`src/rtl/xldr_spi_flash_fetch.sv`:
```
// ----------------------------------------------------------------------------
// xldr_spi_flash_fetch
//
// Streams a bitstream out of SPI flash with a plain READ (opcode + 24-bit
// address, mode 0). It packs the returned bytes into 32-bit words in loader
// FIFO entry format (data, n_bytes-1, last) and presents them on a valid/ready
// stream, so the loader can boot the FPGA without the host pushing data.
//
// Parameters
//   g_clk_div   SCLK half-period in clk_sys_i cycles (>= 1)
//   g_read_cmd  opcode sent ahead of the address
//
// Ports
//   clk_sys_i, rst_n_i         clock, asynchronous active-low reset
//   start_i, abort_i           1-cycle control pulses
//   base_addr_i, length_i      fetch window, sampled on an accepted start
//   busy_o, done_o             fetch in progress / normal completion pulse
//   spi_sclk_o, spi_ncs_o,
//   spi_mosi_o, spi_miso_i     SPI master pins
//   out_valid_o, out_ready_i,
//   out_data_o, out_nbytes_o,
//   out_last_o                 packed word stream
//
// State  | meaning
// -------+------------------------------------------------------------------
// IDLE   | chip select high, waiting for start
// CMD    | shifting opcode + address out on MOSI
// DATA   | clocking data bytes in from MISO
// STALL  | assembly and output registers full; SCLK parked low
// FINISH | last byte in; finish SCLK, raise ncs, wait for last word to drain
// ----------------------------------------------------------------------------
module xldr_spi_flash_fetch #(
    parameter int          g_clk_div  = 2,
    parameter logic [7:0]  g_read_cmd = 8'h03
) (
    input  logic        clk_sys_i,
    input  logic        rst_n_i,
    input  logic        start_i,
    input  logic        abort_i,
    input  logic [23:0] base_addr_i,
    input  logic [23:0] length_i,
    output logic        busy_o,
    output logic        done_o,
    output logic        spi_sclk_o,
    output logic        spi_ncs_o,
    output logic        spi_mosi_o,
    input  logic        spi_miso_i,
    output logic        out_valid_o,
    input  logic        out_ready_i,
    output logic [31:0] out_data_o,
    output logic [1:0]  out_nbytes_o,
    output logic        out_last_o
);

    localparam logic [15:0] DIV_RELOAD = 16'(g_clk_div - 1);

    typedef enum logic [2:0] {
        ST_IDLE,
        ST_CMD,
        ST_DATA,
        ST_STALL,
        ST_FINISH
    } state_t;

    state_t      state_q, state_d;
    logic        ncs_q, ncs_d;
    logic        sclk_q, sclk_d;
    logic        mosi_q, mosi_d;
    logic        busy_q, busy_d;
    logic        done_q, done_d;
    logic [15:0] div_cnt_q, div_cnt_d;
    logic [4:0]  bit_cnt_q, bit_cnt_d;
    logic [31:0] cmd_sr_q, cmd_sr_d;
    logic [23:0] len_q, len_d;
    logic [7:0]  byte_sr_q, byte_sr_d;
    logic [1:0]  byte_pos_q, byte_pos_d;
    logic [31:0] asm_data_q, asm_data_d;
    logic [1:0]  asm_nb_q, asm_nb_d;
    logic        asm_last_q, asm_last_d;
    logic        asm_full_q, asm_full_d;
    logic [31:0] out_data_q, out_data_d;
    logic [1:0]  out_nb_q, out_nb_d;
    logic        out_last_q, out_last_d;
    logic        out_valid_q, out_valid_d;

    logic        tick;
    logic        xfer;
    logic        asm_blocked;
    logic [7:0]  new_byte;

    assign tick        = (div_cnt_q == 16'd0);
    // Assembly register moves to the output register whenever the latter is
    // empty or being emptied in the same cycle.
    assign xfer        = asm_full_q && (!out_valid_q || out_ready_i);
    assign asm_blocked = asm_full_q && !xfer;
    assign new_byte    = {byte_sr_q[6:0], spi_miso_i};

    always_comb begin
        state_d     = state_q;
        ncs_d       = ncs_q;
        sclk_d      = sclk_q;
        mosi_d      = mosi_q;
        busy_d      = busy_q;
        done_d      = 1'b0;
        div_cnt_d   = div_cnt_q;
        bit_cnt_d   = bit_cnt_q;
        cmd_sr_d    = cmd_sr_q;
        len_d       = len_q;
        byte_sr_d   = byte_sr_q;
        byte_pos_d  = byte_pos_q;
        asm_data_d  = asm_data_q;
        asm_nb_d    = asm_nb_q;
        asm_last_d  = asm_last_q;
        asm_full_d  = asm_full_q;
        out_data_d  = out_data_q;
        out_nb_d    = out_nb_q;
        out_last_d  = out_last_q;
        out_valid_d = out_valid_q;

        if (out_valid_q && out_ready_i) begin
            out_valid_d = 1'b0;
        end
        if (xfer) begin
            out_data_d  = asm_data_q;
            out_nb_d    = asm_nb_q;
            out_last_d  = asm_last_q;
            out_valid_d = 1'b1;
            asm_full_d  = 1'b0;
        end

        case (state_q)
            ST_IDLE: begin
                if (start_i && !abort_i) begin
                    if (length_i == 24'd0) begin
                        done_d = 1'b1;
                    end else begin
                        state_d    = ST_CMD;
                        busy_d     = 1'b1;
                        ncs_d      = 1'b0;
                        sclk_d     = 1'b0;
                        mosi_d     = g_read_cmd[7];
                        cmd_sr_d   = {g_read_cmd[6:0], base_addr_i, 1'b0};
                        bit_cnt_d  = 5'd31;
                        div_cnt_d  = DIV_RELOAD;
                        len_d      = length_i;
                        byte_pos_d = 2'd0;
                    end
                end
            end

            ST_CMD: begin
                if (!tick) begin
                    div_cnt_d = div_cnt_q - 16'd1;
                end else begin
                    div_cnt_d = DIV_RELOAD;
                    if (!sclk_q) begin
                        sclk_d = 1'b1;
                    end else begin
                        sclk_d = 1'b0;
                        // The flash turns the bus around on this falling edge.
                        if (bit_cnt_q == 5'd0) begin
                            state_d   = ST_DATA;
                            mosi_d    = 1'b0;
                            bit_cnt_d = 5'd7;
                        end else begin
                            bit_cnt_d = bit_cnt_q - 5'd1;
                            mosi_d    = cmd_sr_q[31];
                            cmd_sr_d  = {cmd_sr_q[30:0], 1'b0};
                        end
                    end
                end
            end

            ST_DATA: begin
                if (!tick) begin
                    div_cnt_d = div_cnt_q - 16'd1;
                end else if (sclk_q) begin
                    sclk_d    = 1'b0;
                    div_cnt_d = DIV_RELOAD;
                end else if (asm_blocked) begin
                    // Only reachable at a word boundary: asm fills on the
                    // last byte of a word and drains before the next one ends.
                    state_d = ST_STALL;
                end else begin
                    sclk_d    = 1'b1;
                    div_cnt_d = DIV_RELOAD;
                    byte_sr_d = new_byte;
                    if (bit_cnt_q != 5'd0) begin
                        bit_cnt_d = bit_cnt_q - 5'd1;
                    end else begin
                        bit_cnt_d  = 5'd7;
                        byte_pos_d = byte_pos_q + 2'd1;
                        len_d      = len_q - 24'd1;
                        case (byte_pos_q)
                            2'd0:    asm_data_d = {new_byte, 24'd0};
                            2'd1:    asm_data_d[23:16] = new_byte;
                            2'd2:    asm_data_d[15:8]  = new_byte;
                            default: asm_data_d[7:0]   = new_byte;
                        endcase
                        if (len_q == 24'd1 || byte_pos_q == 2'd3) begin
                            asm_full_d = 1'b1;
                            asm_nb_d   = byte_pos_q;
                            asm_last_d = (len_q == 24'd1);
                        end
                        if (len_q == 24'd1) begin
                            state_d = ST_FINISH;
                        end
                    end
                end
            end

            ST_STALL: begin
                if (!asm_blocked) begin
                    state_d   = ST_DATA;
                    div_cnt_d = DIV_RELOAD;
                end
            end

            ST_FINISH: begin
                if (!ncs_q) begin
                    if (!tick) begin
                        div_cnt_d = div_cnt_q - 16'd1;
                    end else if (sclk_q) begin
                        sclk_d    = 1'b0;
                        div_cnt_d = DIV_RELOAD;
                    end else begin
                        ncs_d = 1'b1;
                    end
                end else if (!asm_full_q && !out_valid_q) begin
                    done_d  = 1'b1;
                    busy_d  = 1'b0;
                    state_d = ST_IDLE;
                end
            end

            default: begin
                state_d = ST_IDLE;
            end
        endcase

        if (abort_i) begin
            state_d     = ST_IDLE;
            ncs_d       = 1'b1;
            sclk_d      = 1'b0;
            mosi_d      = 1'b0;
            busy_d      = 1'b0;
            done_d      = 1'b0;
            out_valid_d = 1'b0;
            asm_full_d  = 1'b0;
        end
    end

    always_ff @(posedge clk_sys_i or negedge rst_n_i) begin
        if (!rst_n_i) begin
            state_q     <= ST_IDLE;
            ncs_q       <= 1'b1;
            sclk_q      <= 1'b0;
            mosi_q      <= 1'b0;
            busy_q      <= 1'b0;
            done_q      <= 1'b0;
            div_cnt_q   <= 16'd0;
            bit_cnt_q   <= 5'd0;
            cmd_sr_q    <= 32'd0;
            len_q       <= 24'd0;
            byte_sr_q   <= 8'd0;
            byte_pos_q  <= 2'd0;
            asm_data_q  <= 32'd0;
            asm_nb_q    <= 2'd0;
            asm_last_q  <= 1'b0;
            asm_full_q  <= 1'b0;
            out_data_q  <= 32'd0;
            out_nb_q    <= 2'd0;
            out_last_q  <= 1'b0;
            out_valid_q <= 1'b0;
        end else begin
            state_q     <= state_d;
            ncs_q       <= ncs_d;
            sclk_q      <= sclk_d;
            mosi_q      <= mosi_d;
            busy_q      <= busy_d;
            done_q      <= done_d;
            div_cnt_q   <= div_cnt_d;
            bit_cnt_q   <= bit_cnt_d;
            cmd_sr_q    <= cmd_sr_d;
            len_q       <= len_d;
            byte_sr_q   <= byte_sr_d;
            byte_pos_q  <= byte_pos_d;
            asm_data_q  <= asm_data_d;
            asm_nb_q    <= asm_nb_d;
            asm_last_q  <= asm_last_d;
            asm_full_q  <= asm_full_d;
            out_data_q  <= out_data_d;
            out_nb_q    <= out_nb_d;
            out_last_q  <= out_last_d;
            out_valid_q <= out_valid_d;
        end
    end

    assign busy_o       = busy_q;
    assign done_o       = done_q;
    assign spi_sclk_o   = sclk_q;
    assign spi_ncs_o    = ncs_q;
    assign spi_mosi_o   = mosi_q;
    assign out_valid_o  = out_valid_q;
    assign out_data_o   = out_data_q;
    assign out_nbytes_o = out_nb_q;
    assign out_last_o   = out_last_q;

endmodule

```
`config.mk`:
```
export PLATFORM = sky130hd
export DESIGN_NAME = xldr_spi_flash_fetch
export DESIGN_NICKNAME = d
export VERILOG_FILES = /design/src/rtl/xldr_spi_flash_fetch.sv
export SDC_FILE = /design/constraint.sdc
export NUM_CORES = 1
export LEC_CHECK = 0
export CAP_MARGIN = 5
export CORE_MARGIN = 2
export CORE_UTILIZATION = 43
export DETAILED_ROUTE_END_ITERATION = 12
export HOLD_SLACK_MARGIN = 0.1
export PLACE_DENSITY = 0.64
export REMOVE_ABC_BUFFERS = 1
export SLEW_MARGIN = 25
export SYNTH_ARGS = -nofsm -noshare
export SYNTH_HDL_FRONTEND = slang
export SYNTH_SLANG_ARGS = --single-unit
```
`constraint.sdc`:
```
create_clock -name clk_sys_i -period 3.79 [get_ports clk_sys_i]
set_input_delay 0.379 -clock clk_sys_i [delete_from_list [all_inputs] [get_ports clk_sys_i]]
set_output_delay 0.379 -clock clk_sys_i [all_outputs]
set_load 0.01 [all_outputs]
```
==> flow_metrics.env <==
export IMPL_status="complete, no violations"
export IMPL_drt_met1_wl_mm=8.70
export IMPL_diodes=0
export IMPL_place_area_sq_um=9260
export IMPL_met2_length_mm=8.83
export IMPL_final_nets=1017
export IMPL_synth_seq_cells=165
export IMPL_syn_inst=872
export IMPL_syn2layout_area_growth_pct=22.4
export IMPL_cts_buffers=17
export IMPL_min_delay_start="asm_data_q[22]$_DFFE_PN0P_"
export IMPL_avgSynthCellArea_sq_um=9.25
export IMPL_async_reset_ff_frac=1.00
export IMPL_final_antenna_net_count=0
export IMPL_min_path_type="register to register"
export IMPL_firstDrtPassIters=5
export IMPL_hold_violations=0
export IMPL_cpMaxStageDelayCell="or4_4"
export IMPL_rsz0062_at_grt="false"
export IMPL_final_layout_size_suffix_gt1_frac=0.123
export IMPL_yosys_warnings=0
export IMPL_start_util=0.434
export IMPL_critical_path_class="register to register"
export IMPL_rr_endpoint="asm_data_q[0]$_DFFE_PN0P_"
export IMPL_n_fill_cell=1715
export IMPL_grt_ovfl_total=0
export IMPL_fmax_ghz=0.345
export IMPL_final_instance_count_excl_fill=1201
export IMPL_port_buffer_count=94
export IMPL_grt_max_degree=102
export IMPL_final_common_cell="dfrtp_1"
export IMPL_clock_latency_ns=0.44
export IMPL_grt_pass1_wl_mm=31.0
export IMPL_pre_cts_ws_ns=0.904
export IMPL_dieArea_sq_um=19900
export IMPL_rrSetupSlack_ns=0.89
export IMPL_drcViolationCount=0
export IMPL_maxCapViolations=0
export IMPL_finalInstanceArea_sq_um=9880
export IMPL_power_density_nw_per_um2=592
export IMPL_crit_family="simple AND/OR/NAND/NOR gates"
export IMPL_rows=50
export IMPL_relSlewSlack=0.449
export IMPL_place_gp_congestion=0.891
export IMPL_min_period_ns=2.90
export IMPL_cp_max_fo=16
export IMPL_slew_violations=0
export IMPL_ys_types=62
export IMPL_worstPathArrival_ns=3.20
export IMPL_wl_met3_microns=896
export IMPL_worst_slack_ns=0.893
export IMPL_fin_skew_ns=0.0130
export IMPL_antenna_found_initial=0
export IMPL_wl_per_cell_microns=15.6
export IMPL_cts_htree_levels=4
export IMPL_core_sq_um=18600
export IMPL_ys_seq_area_frac=0.512
export IMPL_synth_area_sq_um=8070
export IMPL_mostFrequentLayoutCells="dfrtp_1, nand2_1, nor2_1"
export IMPL_ir_drop_uv=312
export IMPL_setup_viol=0
export IMPL_ys_flop_type="dfrtp_1"
export IMPL_clock_sinks=165
export IMPL_endpoint_kind="register"
export IMPL_fin_crit_sh=0.764
export IMPL_crit_chain="inv_1 -> ha_1 -> nor3b_4 -> nand4_4 -> or4_4 -> or3_1 -> nand2_1 -> o21ai_2"
export IMPL_hold_depth=2
export IMPL_clkTransAtPathRegs_ns=0.07
export IMPL_chipHeight_microns=141
export IMPL_synth_edf_count=0
export IMPL_cts_resized=0
export IMPL_cts_tree="done"
export IMPL_vias_per_cell=5.55
export IMPL_cpPeakStageDelay_ns=0.62
export IMPL_worst_pin_slew_ns=0.825
export IMPL_wirelength_mm=18.7
export IMPL_r2r_cells=8
export IMPL_top_layer="met4"
export IMPL_first_iter_violations=437
export IMPL_die_w_microns=141
export IMPL_r2r_start="div_cnt_q[0]$_DFFE_PN0P_"
export IMPL_hold_path_end="asm_data_q[22]$_DFFE_PN0P_"
export IMPL_required_ns=4.09
export IMPL_cp_num_buf_inv=1
export IMPL_cts_root_buf="clkbuf_16"
export IMPL_cts_path_max_buffers=2
export IMPL_grt_pass1_vias=6149
export IMPL_dpl_cell_count=1166
export IMPL_hpwl_mm=12.6
export IMPL_critPathLaunchType="register"
export IMPL_track_usage=0.193
export IMPL_ioPinCount=95
export IMPL_via_count=6663
export IMPL_power_leakage_nw=4.23
export IMPL_postCtsSetupBuffers=0
power by group:
group | internal (mW) | switching (mW) | total (mW)
clock | 0.959 | 0.792 | 1.75
combinational | 0.643 | 0.983 | 1.63
sequential | 2.13 | 0.339 | 2.47
total | 3.73 | 2.11 | 5.85
state kept, by name (all words and copies together) (netlist names), 2 cells and up:
signal and count:
asm_data_q 32, out_data_o 32, cmd_sr_q 31, len_q 24, div_cnt_q 16, byte_sr_q 7
bit_cnt_q 5, state_q 3, asm_nb_q 2, byte_pos_q 2, out_nbytes_o 2
worst min-delay path, cell delays in order (launching register included):
cell and delay (ns):
dfrtp_1 0.34, nand2_1 0.04, o21ai_0 0.06
routing by layer:
metal,vias to the layer above,global-route usage
met5,-,0
met4,0,0.0658
met3,23,0.0377
met2,182,0.304
met1,3213,0.270
li1,3245,-
through the flow:
stage | TNS (ns) | power (mW) | util | hold slack [ns]
detailed placement | 0 | 4.12 | 0.498 | 0.417
finish | 0 | 5.85 | 0.532 | 0.474
global route | 0 | 6.23 | 0.532 | 0.509
global placement | 0 | 4.08 | 0.498 | 0.419
CTS | 0 | 5.89 | 0.531 | 0.482
floorplan | -12.45 | 3.57 | - | 0.0834
cells in the mapped netlist, types with 4 or more instances:
library cell | count | area share
dfrtp_1 | 164 | 0.51
nand2_1 | 147 | 0.068
nor2_1 | 97 | 0.045
o21ai_0 | 82 | 0.051
mux2_2 | 46 | 0.064
clkbuf_1 | 40 | 0.019
a21oi_1 | 36 | 0.022
a31oi_1 | 29 | 0.022
inv_1 | 26 | 0.012
nor3_1 | 24 | 0.015
nand3_1 | 22 | 0.014
nor4_1 | 12 | 0.0093
nand2b_1 | 10 | 0.0078
or3_1 | 10 | 0.0078
a22oi_1 | 9 | 0.0084
ha_1 | 9 | 0.014
o21ai_1 | 8 | 0.0050
o211ai_1 | 6 | 0.0056
or4_1 | 6 | 0.0056
a2bb2oi_1 | 5 | 0.0054
o2bb2ai_1 | 5 | 0.0054
buf_1 | 4 | 0.0019
o22a_1 | 4 | 0.0043
or2_2 | 4 | 0.0031
logic make-up after synthesis:
family	Yosys count	synth area share
mux	47	0.0655
simple gates	360	0.208
xor+xnor	2	0.00217
buf+inv	75	0.0372
flops	165	0.512
compound gates	214	0.161
fa+ha+maj	9	0.0140
how the worst max path moves through the flow:
stage / from / endpoint / slack, ns / cells past startpoint
3_3_place_gp: out_ready_i / asm_data_q[1]$_DFFE_PN0P_ / 0.93 / 7
5_1_grt: div_cnt_q[0]$_DFFE_PN0P_ / asm_data_q[3]$_DFFE_PN0P_ / 0.75 / 8
3_5_place_dp: div_cnt_q[0]$_DFFE_PN0P_ / asm_data_q[1]$_DFFE_PN0P_ / 0.90 / 8
2_1_floorplan: div_cnt_q[0]$_DFFE_PN0P_ / cmd_sr_q[1]$_DFFE_PN0P_ / -0.41 / 7
4_1_cts: div_cnt_q[0]$_DFFE_PN0P_ / asm_data_q[0]$_DFFE_PN0P_ / 0.90 / 8
6_report: div_cnt_q[0]$_DFFE_PN0P_ / asm_data_q[0]$_DFFE_PN0P_ / 0.89 / 8
timing repair:
action / 4_1_cts / 5_1_grt
hold buffers: 1 / 0
setup endpoints to repair: 0 / 0
endpoints found under the hold margin: 64 / 0
final cells by class:
class	count	area, sq um	share of cell area
inverters	26	97.6	0.00988
well taps	234	293	0.0296
multi-input cells	632	3670	0.372
clock buffers	18	439	0.0445
clock inverters	14	156	0.0158
flip-flops and latches	165	4130	0.418
repair buffers	112	1090	0.110
No activity file was read; power rests on OpenSTA's default activity.
